## src/rtl/uart_tx_sched_pkg.sv

```systemverilog
// Shared Pacoblaze I/O map (bamse address macros) and UART TX scheduler types.
`ifndef BAMSE_IO_DEFS
`define BAMSE_IO_DEFS
`define BAMSE_ADDR_UART_TX_DATA 8'h10
`define BAMSE_ADDR_UART_TX_CTRL 8'h11
`define BAMSE_ADDR_UART_TX_STAT 8'h12
`define BAMSE_UART_STAT_EMPTY 0
`define BAMSE_UART_STAT_FULL 1
`define BAMSE_UART_STAT_BUSY 2
`define BAMSE_UART_STAT_OVF 3
`define BAMSE_UART_CTRL_EN 0
`define BAMSE_UART_CTRL_FLUSH 1
`endif

package uart_tx_sched_pkg;

   typedef enum logic [1:0] {StIdle, StSend, StWait, StGap} tx_state_e;

   // Status nibble can only show 0..15; a 16-deep FIFO that is full reads as 15.
   function automatic logic [3:0] sat_count4(input int unsigned c);
      return (c > 15) ? 4'd15 : 4'(c);
   endfunction

endpackage

```

## src/rtl/uart_tx_sched_tx_fifo.sv

```systemverilog
// Byte FIFO for the UART TX scheduler: power-of-two depth, wrapping pointers, sync flush.
module uart_tx_sched_tx_fifo #(
   parameter int unsigned DEPTH = 8,
   parameter int unsigned AW    = $clog2(DEPTH)
) (
   input  logic          clk,
   input  logic          rst,
   input  logic          push,
   input  logic          pop,
   input  logic          flush,
   input  logic [7:0]    din,
   output logic [7:0]    head,
   output logic [AW:0]   count,
   output logic          full,
   output logic          empty
);

   logic [7:0]    mem [DEPTH];
   logic [AW-1:0] wr_ptr_q, rd_ptr_q;
   logic [AW:0]   count_q;

   // Callers never push when full without a pop, nor pop when empty.
   always_ff @(posedge clk or posedge rst) begin
      if (rst) begin
         wr_ptr_q <= '0;
         rd_ptr_q <= '0;
         count_q  <= '0;
      end else if (flush) begin
         wr_ptr_q <= '0;
         rd_ptr_q <= '0;
         count_q  <= '0;
      end else begin
         if (push) wr_ptr_q <= wr_ptr_q + AW'(1);
         if (pop)  rd_ptr_q <= rd_ptr_q + AW'(1);
         case ({push, pop})
            2'b10:   count_q <= count_q + (AW+1)'(1);
            2'b01:   count_q <= count_q - (AW+1)'(1);
            default: count_q <= count_q;
         endcase
      end
   end

   always_ff @(posedge clk) begin
      if (push && !flush) mem[wr_ptr_q] <= din;
   end

   assign head  = mem[rd_ptr_q];
   assign count = count_q;
   assign full  = (count_q == (AW+1)'(DEPTH));
   assign empty = (count_q == '0);

endmodule

```

## src/rtl/uart_tx_sched.sv

```systemverilog
// Pacoblaze-mapped UART TX scheduler: queues bytes and hands them one at a time to a transmitter.
module uart_tx_sched
   import uart_tx_sched_pkg::*;
#(
   parameter logic [7:0]  ADDR_DATA = `BAMSE_ADDR_UART_TX_DATA,
   parameter logic [7:0]  ADDR_CTRL = `BAMSE_ADDR_UART_TX_CTRL,
   parameter logic [7:0]  ADDR_STAT = `BAMSE_ADDR_UART_TX_STAT,
   parameter int unsigned DEPTH     = 8
) (
   input  logic       clk,
   input  logic       rst,
   input  logic [7:0] port_id,
   input  logic [7:0] port_in,
   input  logic       wen,
   input  logic       ren,
   output logic [7:0] port_out,
   output logic       tx_dv,
   output logic [7:0] tx_byte,
   input  logic       tx_done,
   output logic       int_tx_empty
);

   localparam int unsigned AW = $clog2(DEPTH);

   tx_state_e   state_q, state_d;
   logic        en_q, ovf_q;
   logic [7:0]  tx_byte_q;
   logic [7:0]  status;

   logic        wr_data, wr_ctrl, flush, push, pop, ovf_set;
   logic [7:0]  fifo_head;
   logic [AW:0] fifo_count;
   logic        fifo_full, fifo_empty;

   assign wr_data = wen && (port_id == ADDR_DATA);
   assign wr_ctrl = wen && (port_id == ADDR_CTRL);
   assign flush   = wr_ctrl && port_in[`BAMSE_UART_CTRL_FLUSH];
   // A full FIFO still takes a byte when the scheduler pops in the same cycle.
   assign push    = wr_data && !flush && (!fifo_full || pop);
   assign ovf_set = wr_data && !flush && fifo_full && !pop;

   uart_tx_sched_tx_fifo #(
      .DEPTH (DEPTH),
      .AW    (AW)
   ) u_tx_fifo (
      .clk   (clk),
      .rst   (rst),
      .push  (push),
      .pop   (pop),
      .flush (flush),
      .din   (port_in),
      .head  (fifo_head),
      .count (fifo_count),
      .full  (fifo_full),
      .empty (fifo_empty)
   );

   always_comb begin
      state_d = state_q;
      pop     = 1'b0;
      tx_dv   = 1'b0;
      unique case (state_q)
         StIdle: begin
            if (en_q && !fifo_empty) begin
               pop     = 1'b1;
               state_d = StSend;
            end
         end
         StSend: begin
            tx_dv   = 1'b1;
            state_d = StWait;
         end
         StWait:  if (tx_done) state_d = StGap;
         StGap:   state_d = StIdle;
         default: state_d = StIdle;
      endcase
   end

   always_ff @(posedge clk or posedge rst) begin
      if (rst) begin
         state_q   <= StIdle;
         en_q      <= 1'b0;
         ovf_q     <= 1'b0;
         tx_byte_q <= 8'h00;
      end else begin
         state_q <= state_d;
         if (wr_ctrl) en_q <= port_in[`BAMSE_UART_CTRL_EN];
         // New overflow takes priority over a status-read clear.
         if (ovf_set) ovf_q <= 1'b1;
         else if (ren && (port_id == ADDR_STAT)) ovf_q <= 1'b0;
         if (pop) tx_byte_q <= fifo_head;
      end
   end

   always_comb begin
      status                        = 8'h00;
      status[`BAMSE_UART_STAT_EMPTY] = fifo_empty;
      status[`BAMSE_UART_STAT_FULL]  = fifo_full;
      status[`BAMSE_UART_STAT_BUSY]  = (state_q != StIdle);
      status[`BAMSE_UART_STAT_OVF]   = ovf_q;
      status[7:4]                   = sat_count4(32'(fifo_count));
   end

   assign port_out     = (port_id == ADDR_STAT) ? status : 8'h00;
   assign tx_byte      = tx_byte_q;
   assign int_tx_empty = fifo_empty && (state_q == StIdle);

endmodule

```

## config.mk

```make
export PLATFORM = sky130hd
export DESIGN_NAME = uart_tx_sched
export DESIGN_NICKNAME = d
export VERILOG_FILES = /design/src/rtl/uart_tx_sched_pkg.sv /design/src/rtl/uart_tx_sched_tx_fifo.sv /design/src/rtl/uart_tx_sched.sv
export SDC_FILE = /design/constraint.sdc
export NUM_CORES = 1
export LEC_CHECK = 0
export CAP_MARGIN = 25
export CORE_MARGIN = 4
export CORE_UTILIZATION = 60
export CTS_CLUSTER_DIAMETER = 30
export CTS_CLUSTER_SIZE = 8
export DETAILED_ROUTE_END_ITERATION = 6
export GPL_TIMING_DRIVEN = 0
export HOLD_SLACK_MARGIN = 0.05
export PLACE_DENSITY_LB_ADDON = 0.15
export RECOVER_POWER = 100
export SYNTH_ARGS = -nofsm -noshare
export SYNTH_HDL_FRONTEND = slang
export SYNTH_SLANG_ARGS = --single-unit
```

## constraint.sdc

```tcl
create_clock -name clk -period 5.25 [get_ports clk]
set_clock_uncertainty 0.05 [all_clocks]
set_input_delay 1.05 -clock clk [delete_from_list [all_inputs] [get_ports clk]]
set_output_delay 1.05 -clock clk [all_outputs]
set_load 0.03 [all_outputs]
```

==> impl_metrics.env, run 1 <==
export IMPL_clock_root_buffer="clkbuf_8"
export IMPL_max_stage_delay_ps=750
export IMPL_clock_latency_ps=340
export IMPL_viasPerCell=5.70
export IMPL_slowest_stage="dlygate4sd3_1"
export IMPL_grt_max_degree=23
export IMPL_syn_inst=231
export IMPL_grtUsageMet3_pct=4.18
export IMPL_cts_tree="built"
export IMPL_grt_usage_pct=19.6
export IMPL_area_delta_synth_final_pct=17.4
export IMPL_required_ps=4150
export IMPL_die_area_mm2=0.00747
export IMPL_status="completed"
export IMPL_hp_class="reg -> reg"
export IMPL_start_kind="input port"
export IMPL_grt_pass1_vias=2056
export IMPL_fin_crit_sh_pct=90.6
export IMPL_crit_chain="dlygate4sd3_1 -> nor4b_1 -> and2_0 -> clkbuf_1 -> nand2_1 -> nor2_1 -> dlygate4sd3_1"
export IMPL_grt_pass1_wl_mm=10.6
export IMPL_finalHoldViolCount=0
export IMPL_rsz0062_at_grt="no"
export IMPL_die_h_um=86.4
export IMPL_setup_viol=0
export IMPL_ys_seq_area_share_pct=67.0
export IMPL_synthArstFlopShare_pct=25.6
export IMPL_antenna_found_initial=0
export IMPL_grtUsageMet1_pct=27.8
export IMPL_place_gp_congestion=0.778
export IMPL_grt_ovfl_total=0
export IMPL_clockBufferDepth=2
export IMPL_finish_utilization_pct=72.8
export IMPL_num_fill_cells=386
export IMPL_slew_violations=0
export IMPL_nets=310
export IMPL_cp_end_kind="output pin"
export IMPL_routed_wirelength_mm=6.48
export IMPL_die_w_um=86.4
export IMPL_slew_headroom_pct=43.0
export IMPL_criticalPathCategory="in -> out"
export IMPL_num_io_pins=39
export IMPL_cp_common_cell="dlygate4sd3_1"
export IMPL_gr_usage_met2_pct=30.7
export IMPL_cp_max_fo=8
export IMPL_ys_types=47
export IMPL_maxCapViolations=0
export IMPL_cts_buffers=9
export IMPL_ctsHtreeMaxLevel=3
export IMPL_pre_cts_ws_ps=713
export IMPL_cts_sinks=86
export IMPL_core_rowCount=28
export IMPL_irDropWorstVdd_v=0.000234
export IMPL_wl_per_cell_um=17.9
export IMPL_first_pass_iters=4
export IMPL_synth_edf_count=64
export IMPL_final_area_mm2=0.00433
export IMPL_max_clock_freq_mhz=210
export IMPL_synth_nets=259
export IMPL_dr_total_vias=2065
export IMPL_ant_nets=0
export IMPL_route_detailed_drc=0
export IMPL_tns_ps=0
export IMPL_cts_setup_buffers=0
export IMPL_portBuffers=38
export IMPL_syn_mean_instance_area_um2=16.0
export IMPL_arrival_ps=3660
export IMPL_leakagePower_nw=1.68
export IMPL_tightest_slew_ps=851
export IMPL_antennaDiodeCount=0
export IMPL_layout_min_cycle_time_ps=4760
export IMPL_placed_area_mm2=0.00418
export IMPL_ys_warnings_count=0
export IMPL_synth_flop_cell="edfxtp_1"
export IMPL_drive_gt1_share_pct=15.3
export IMPL_cts_resized_gates=0
export IMPL_busiest_layer="met2"
export IMPL_hpwlAfterDp_mm=4.68
export IMPL_drt_iter0_drc=175
export IMPL_p_per_area_mw_per_mm2=344
export IMPL_setup_slack_ps=493
export IMPL_synth_area_mm2=0.00369
export IMPL_start_util_pct=62.0
export IMPL_cts_hold_buf=0
export IMPL_core_area_mm2=0.00596
export IMPL_clkTransAtPathRegs_ps=80
export IMPL_synth_seq_cells=86
-- critical path, delay by kind of cell --
family | cells | cell delay [ps]
buffers and inverters | 3 | 1520
AND/OR/NAND/NOR | 4 | 1080
-- kinds of logic (layout without fill, tap and decap cells) --
| kind of cell | after synthesis | in the layout | share of synthesized area [%] |
|---|---|---|---|
| xor gates and xnor gates | 5 | 5 | 1.19 |
| buffers and inverters | 17 | 73 | 2.51 |
| muxes | 29 | 29 | 13.8 |
| AOI/OAI and AO/OA | 22 | 22 | 4.07 |
| DFF | 86 | 86 | 67.0 |
| adders and majority gates | 7 | 7 | 2.37 |
| and+or+nand+nor | 65 | 65 | 9.09 |
-- synthesized netlist by cell type, drive strengths merged (2+ instances only) --
library cell | count | area (um^2)
and2 | 4 | 28.8
edfxtp | 64 | 1920
a21oi | 10 | 53.8
xor2 | 4 | 35.0
nor4b | 2 | 17.5
mux4 | 16 | 360
nor3 | 3 | 15.0
inv | 6 | 22.5
mux2i | 11 | 123
mux2 | 2 | 26.3
a31oi | 2 | 12.5
nand4b | 2 | 17.5
nor2 | 28 | 105
buf | 7 | 45.0
nand3 | 2 | 10.0
and3 | 5 | 32.5
nand2 | 10 | 37.5
ha | 7 | 87.6
clkbuf | 4 | 25.0
dfrtp | 22 | 551
nand2b | 2 | 12.5
o21ai | 3 | 15.0
-- worst paths after layout --
check	from	endpoint	slack, ps	cells past startpoint
min in group asynchronous	rst	tx_byte[3]	1250	2
setup reg to reg	state_q[0]	u_tx_fifo.mem[0][1]	2270	7
hold / removal	ovf_q	ovf_q	470	2
setup / recovery	port_id[5]	port_out[0]	490	7
max in group asynchronous	rst	en_q	3390	2
hold reg to reg	ovf_q	ovf_q	470	2
-- flip-flops by register name, summed over array words and instances (netlist names) --
| register | cells |
|---|---|
| u_tx_fifo.rd_ptr_q | 3 |
| u_tx_fifo.mem | 64 |
| state_q | 2 |
| ovf_q | 1 |
| u_tx_fifo.wr_ptr_q | 3 |
| u_tx_fifo.count | 4 |
| tx_byte | 8 |
| en_q | 1 |
-- area by class of cell --
| cell class | instances | area (um^2) | area share [%] |
|---|---|---|---|
| plain buffers | 11 | 51.3 | 1.18 |
| clock buffers | 10 | 128 | 2.95 |
| clock inverters | 6 | 72.6 | 1.67 |
| inverters | 6 | 22.5 | 0.520 |
| multi-input cells | 128 | 1100 | 25.5 |
| flip-flops and latches | 86 | 2470 | 57.1 |
| well taps | 75 | 93.8 | 2.17 |
| repair buffers | 40 | 388 | 8.95 |
-- layout by cell type (no fill, tap or decap), types with 2 or more instances in the layout --
cell type	netlist	layout
nand2b_1	2	2
a21oi_1	9	10
nand2_1	10	10
nand4b_1	2	2
and2_0	1	4
clkbuf_1	3	10
and3_1	4	4
buf_2	3	2
xor2_1	4	4
nor2_1	28	28
dfrtp_1	22	22
clkinv_4	0	3
nor3_1	3	3
clkdlybuf4s50_1	0	9
ha_1	7	7
edfxtp_1	64	64
o21ai_0	3	3
dlygate4sd3_1	0	29
mux2i_1	10	11
nand3_1	2	2
inv_1	6	6
a31oi_1	2	2
mux4_2	16	16
clkbuf_8	1	9
nor4b_1	2	2
-- report_power, final --
part           switching [W]  internal, W
combinational       0.000142     0.000121
sequential         0.0000180     0.000758
clock               0.000229     0.000224
total               0.000389      0.00110
-- stage by stage --
| stage | hold slack [ps] | instances | total power, W |
|---|---|---|---|
| floorplan | 411 | 231 | 0.000975 |
| global placement | 445 | 344 | 0.00106 |
| detailed placement | 453 | 346 | 0.00107 |
| CTS | 472 | 362 | 0.00152 |
| global route | 505 | 362 | 0.00156 |
| finish | 472 | 362 | 0.00149 |
-- per-layer routing --
layer | vias to the layer above | routed length (um)
li1 | 983 | -
met1 | 1016 | 2860
met2 | 58 | 3230
met3 | 8 | 316
met4 | 0 | 76
met5 | - | 0
(Power assumes the default switching activity.)
==> run 2: changes to the inputs <==
Settings changed: CORE_UTILIZATION 60 to 56.
Clock period 5.25 ns to 4.5 ns, I/O delays scaled along.
==> impl_metrics.env, run 2 (synthesis results as in run 1) <==
export IMPL_crit_chain="clkdlybuf4s50_1 -> nor4b_1 -> and2_0 -> clkbuf_1 -> nand2_1 -> nor2_1 -> dlygate4sd3_1"
export IMPL_antennaDiodeCount=0
export IMPL_setup_slack_ps=244
export IMPL_cts_resized_gates=0
export IMPL_place_gp_congestion=0.780
export IMPL_die_area_mm2=0.00795
export IMPL_cts_sinks=86
export IMPL_wl_per_cell_um=18.3
export IMPL_hpwlAfterDp_mm=4.61
export IMPL_grt_pass1_vias=2044
export IMPL_finalHoldViolCount=0
export IMPL_slowest_stage="dlygate4sd3_1"
export IMPL_tightest_slew_ps=1400
export IMPL_hp_class="reg -> reg"
export IMPL_drive_gt1_share_pct=15.0
export IMPL_viasPerCell=5.64
export IMPL_clkTransAtPathRegs_ps=80
export IMPL_area_delta_synth_final_pct=17.7
export IMPL_nets=309
export IMPL_max_clock_freq_mhz=235
export IMPL_num_io_pins=39
export IMPL_cts_buffers=9
export IMPL_dr_total_vias=2048
export IMPL_antenna_found_initial=0
export IMPL_final_common_cell="edfxtp_1"
export IMPL_start_util_pct=57.8
export IMPL_cts_hold_buf=0
export IMPL_fin_crit_sh_pct=94.6
export IMPL_final_area_mm2=0.00434
export IMPL_placed_area_mm2=0.00418
export IMPL_clock_latency_ps=350
export IMPL_slew_headroom_pct=5.68
export IMPL_die_w_um=89.2
export IMPL_arrival_ps=3310
export IMPL_ctsHtreeMaxLevel=3
export IMPL_cts_setup_buffers=0
export IMPL_largest_reg_flops=64
export IMPL_grt_max_degree=23
export IMPL_core_rowCount=29
export IMPL_registers_top_by_ff_count="u_tx_fifo.mem"
export IMPL_first_pass_iters=4
export IMPL_status="completed"
export IMPL_cp_top_family="buffers and inverters"
export IMPL_route_detailed_drc=0
export IMPL_cts_tree="built"
export IMPL_setup_viol=0
export IMPL_path_buf_inv=3
export IMPL_cp_end_kind="output pin"
export IMPL_clockBufferDepth=2
export IMPL_rsz0062_at_grt="no"
export IMPL_clock_root_buffer="clkbuf_8"
export IMPL_routed_wirelength_mm=6.65
export IMPL_layout_common_cells="64 x edfxtp_1, 28 x nor2_1, 26 x dlygate4sd3_1"
export IMPL_start_kind="input port"
export IMPL_criticalPathCategory="in -> out"
export IMPL_grt_pass1_wl_mm=10.7
export IMPL_grt_ovfl_total=0
export IMPL_grt_usage_pct=18.9
export IMPL_slew_violations=0
export IMPL_cp_max_fo=8
export IMPL_leakagePower_nw=1.68
export IMPL_layout_min_cycle_time_ps=4260
export IMPL_max_stage_delay_ps=740
export IMPL_core_area_mm2=0.00639
export IMPL_portBuffers=38
export IMPL_ant_nets=0
export IMPL_pre_cts_ws_ps=319
export IMPL_die_h_um=89.2
export IMPL_p_per_area_mw_per_mm2=412
export IMPL_irDropWorstVdd_v=0.000343
export IMPL_maxCapViolations=0
export IMPL_drt_iter0_drc=96
export IMPL_p_total_w=0.00179
export IMPL_num_fill_cells=441
export IMPL_tns_ps=0
export IMPL_required_ps=3550
[run 2: metrics by stage]
step,utilization [%],cells,hold WS [ps]
finish,68.0,363,458
global route,68.0,363,517
CTS,68.9,363,459
detailed placement,65.4,347,441
global placement,65.3,346,445
floorplan,-,231,411
[run 2: routing by layer]
layer  share of wire [%]  vias to the layer above  wire [um]  GRT usage, %
met3                 4.0                        5        268          5.81
met1                  46                     1031       3090          26.9
li1                    -                      979          -             -
met2                  49                       33       3250          28.8
met5                   0                        -          0             0
met4                0.66                        0         44          4.47
[run 2: worst reg2reg max path: stages (launching register included)]
cell	delay, ps
dfrtp_1	360
clkbuf_1	200
or4_1	640
and2_0	190
clkbuf_1	190
and2_0	210
ha_1	370
a31oi_1	100
a21o_2	200
a21oi_1	200
mux2_4	320
[run 2: final timing paths]
check                                        start                    end  slack, ps  cells after the start
worst max-delay path                    port_id[5]            port_out[1]        240                      7
worst min-delay path                         ovf_q                  ovf_q        460                      2
worst max register to register  u_tx_fifo.count[1]     u_tx_fifo.count[3]       1360                     10
worst min register to register               ovf_q                  ovf_q        460                      2
max in group asynchronous                      rst  u_tx_fifo.wr_ptr_q[2]       2750                      2
min in group asynchronous                      rst             tx_byte[3]       1120                      2
[run 2: where the power goes]
| group | switching (W) | internal, W |
|---|---|---|
| logic | 0.000165 | 0.000140 |
| clock network | 0.000266 | 0.000314 |
| registers | 0.0000210 | 0.000884 |
| total | 0.000452 | 0.00134 |
[run 2: cell type report]
type	count	area (um^2)	area share, %
plain buffers	11	43.8	1.01
repair buffers	39	384	8.84
clock inverters	7	97.6	2.25
flip-flops and latches	86	2470	56.9
well taps	77	96.3	2.22
inverters	6	22.5	0.519
multi-input cells	128	1100	25.4
clock buffers	9	124	2.85
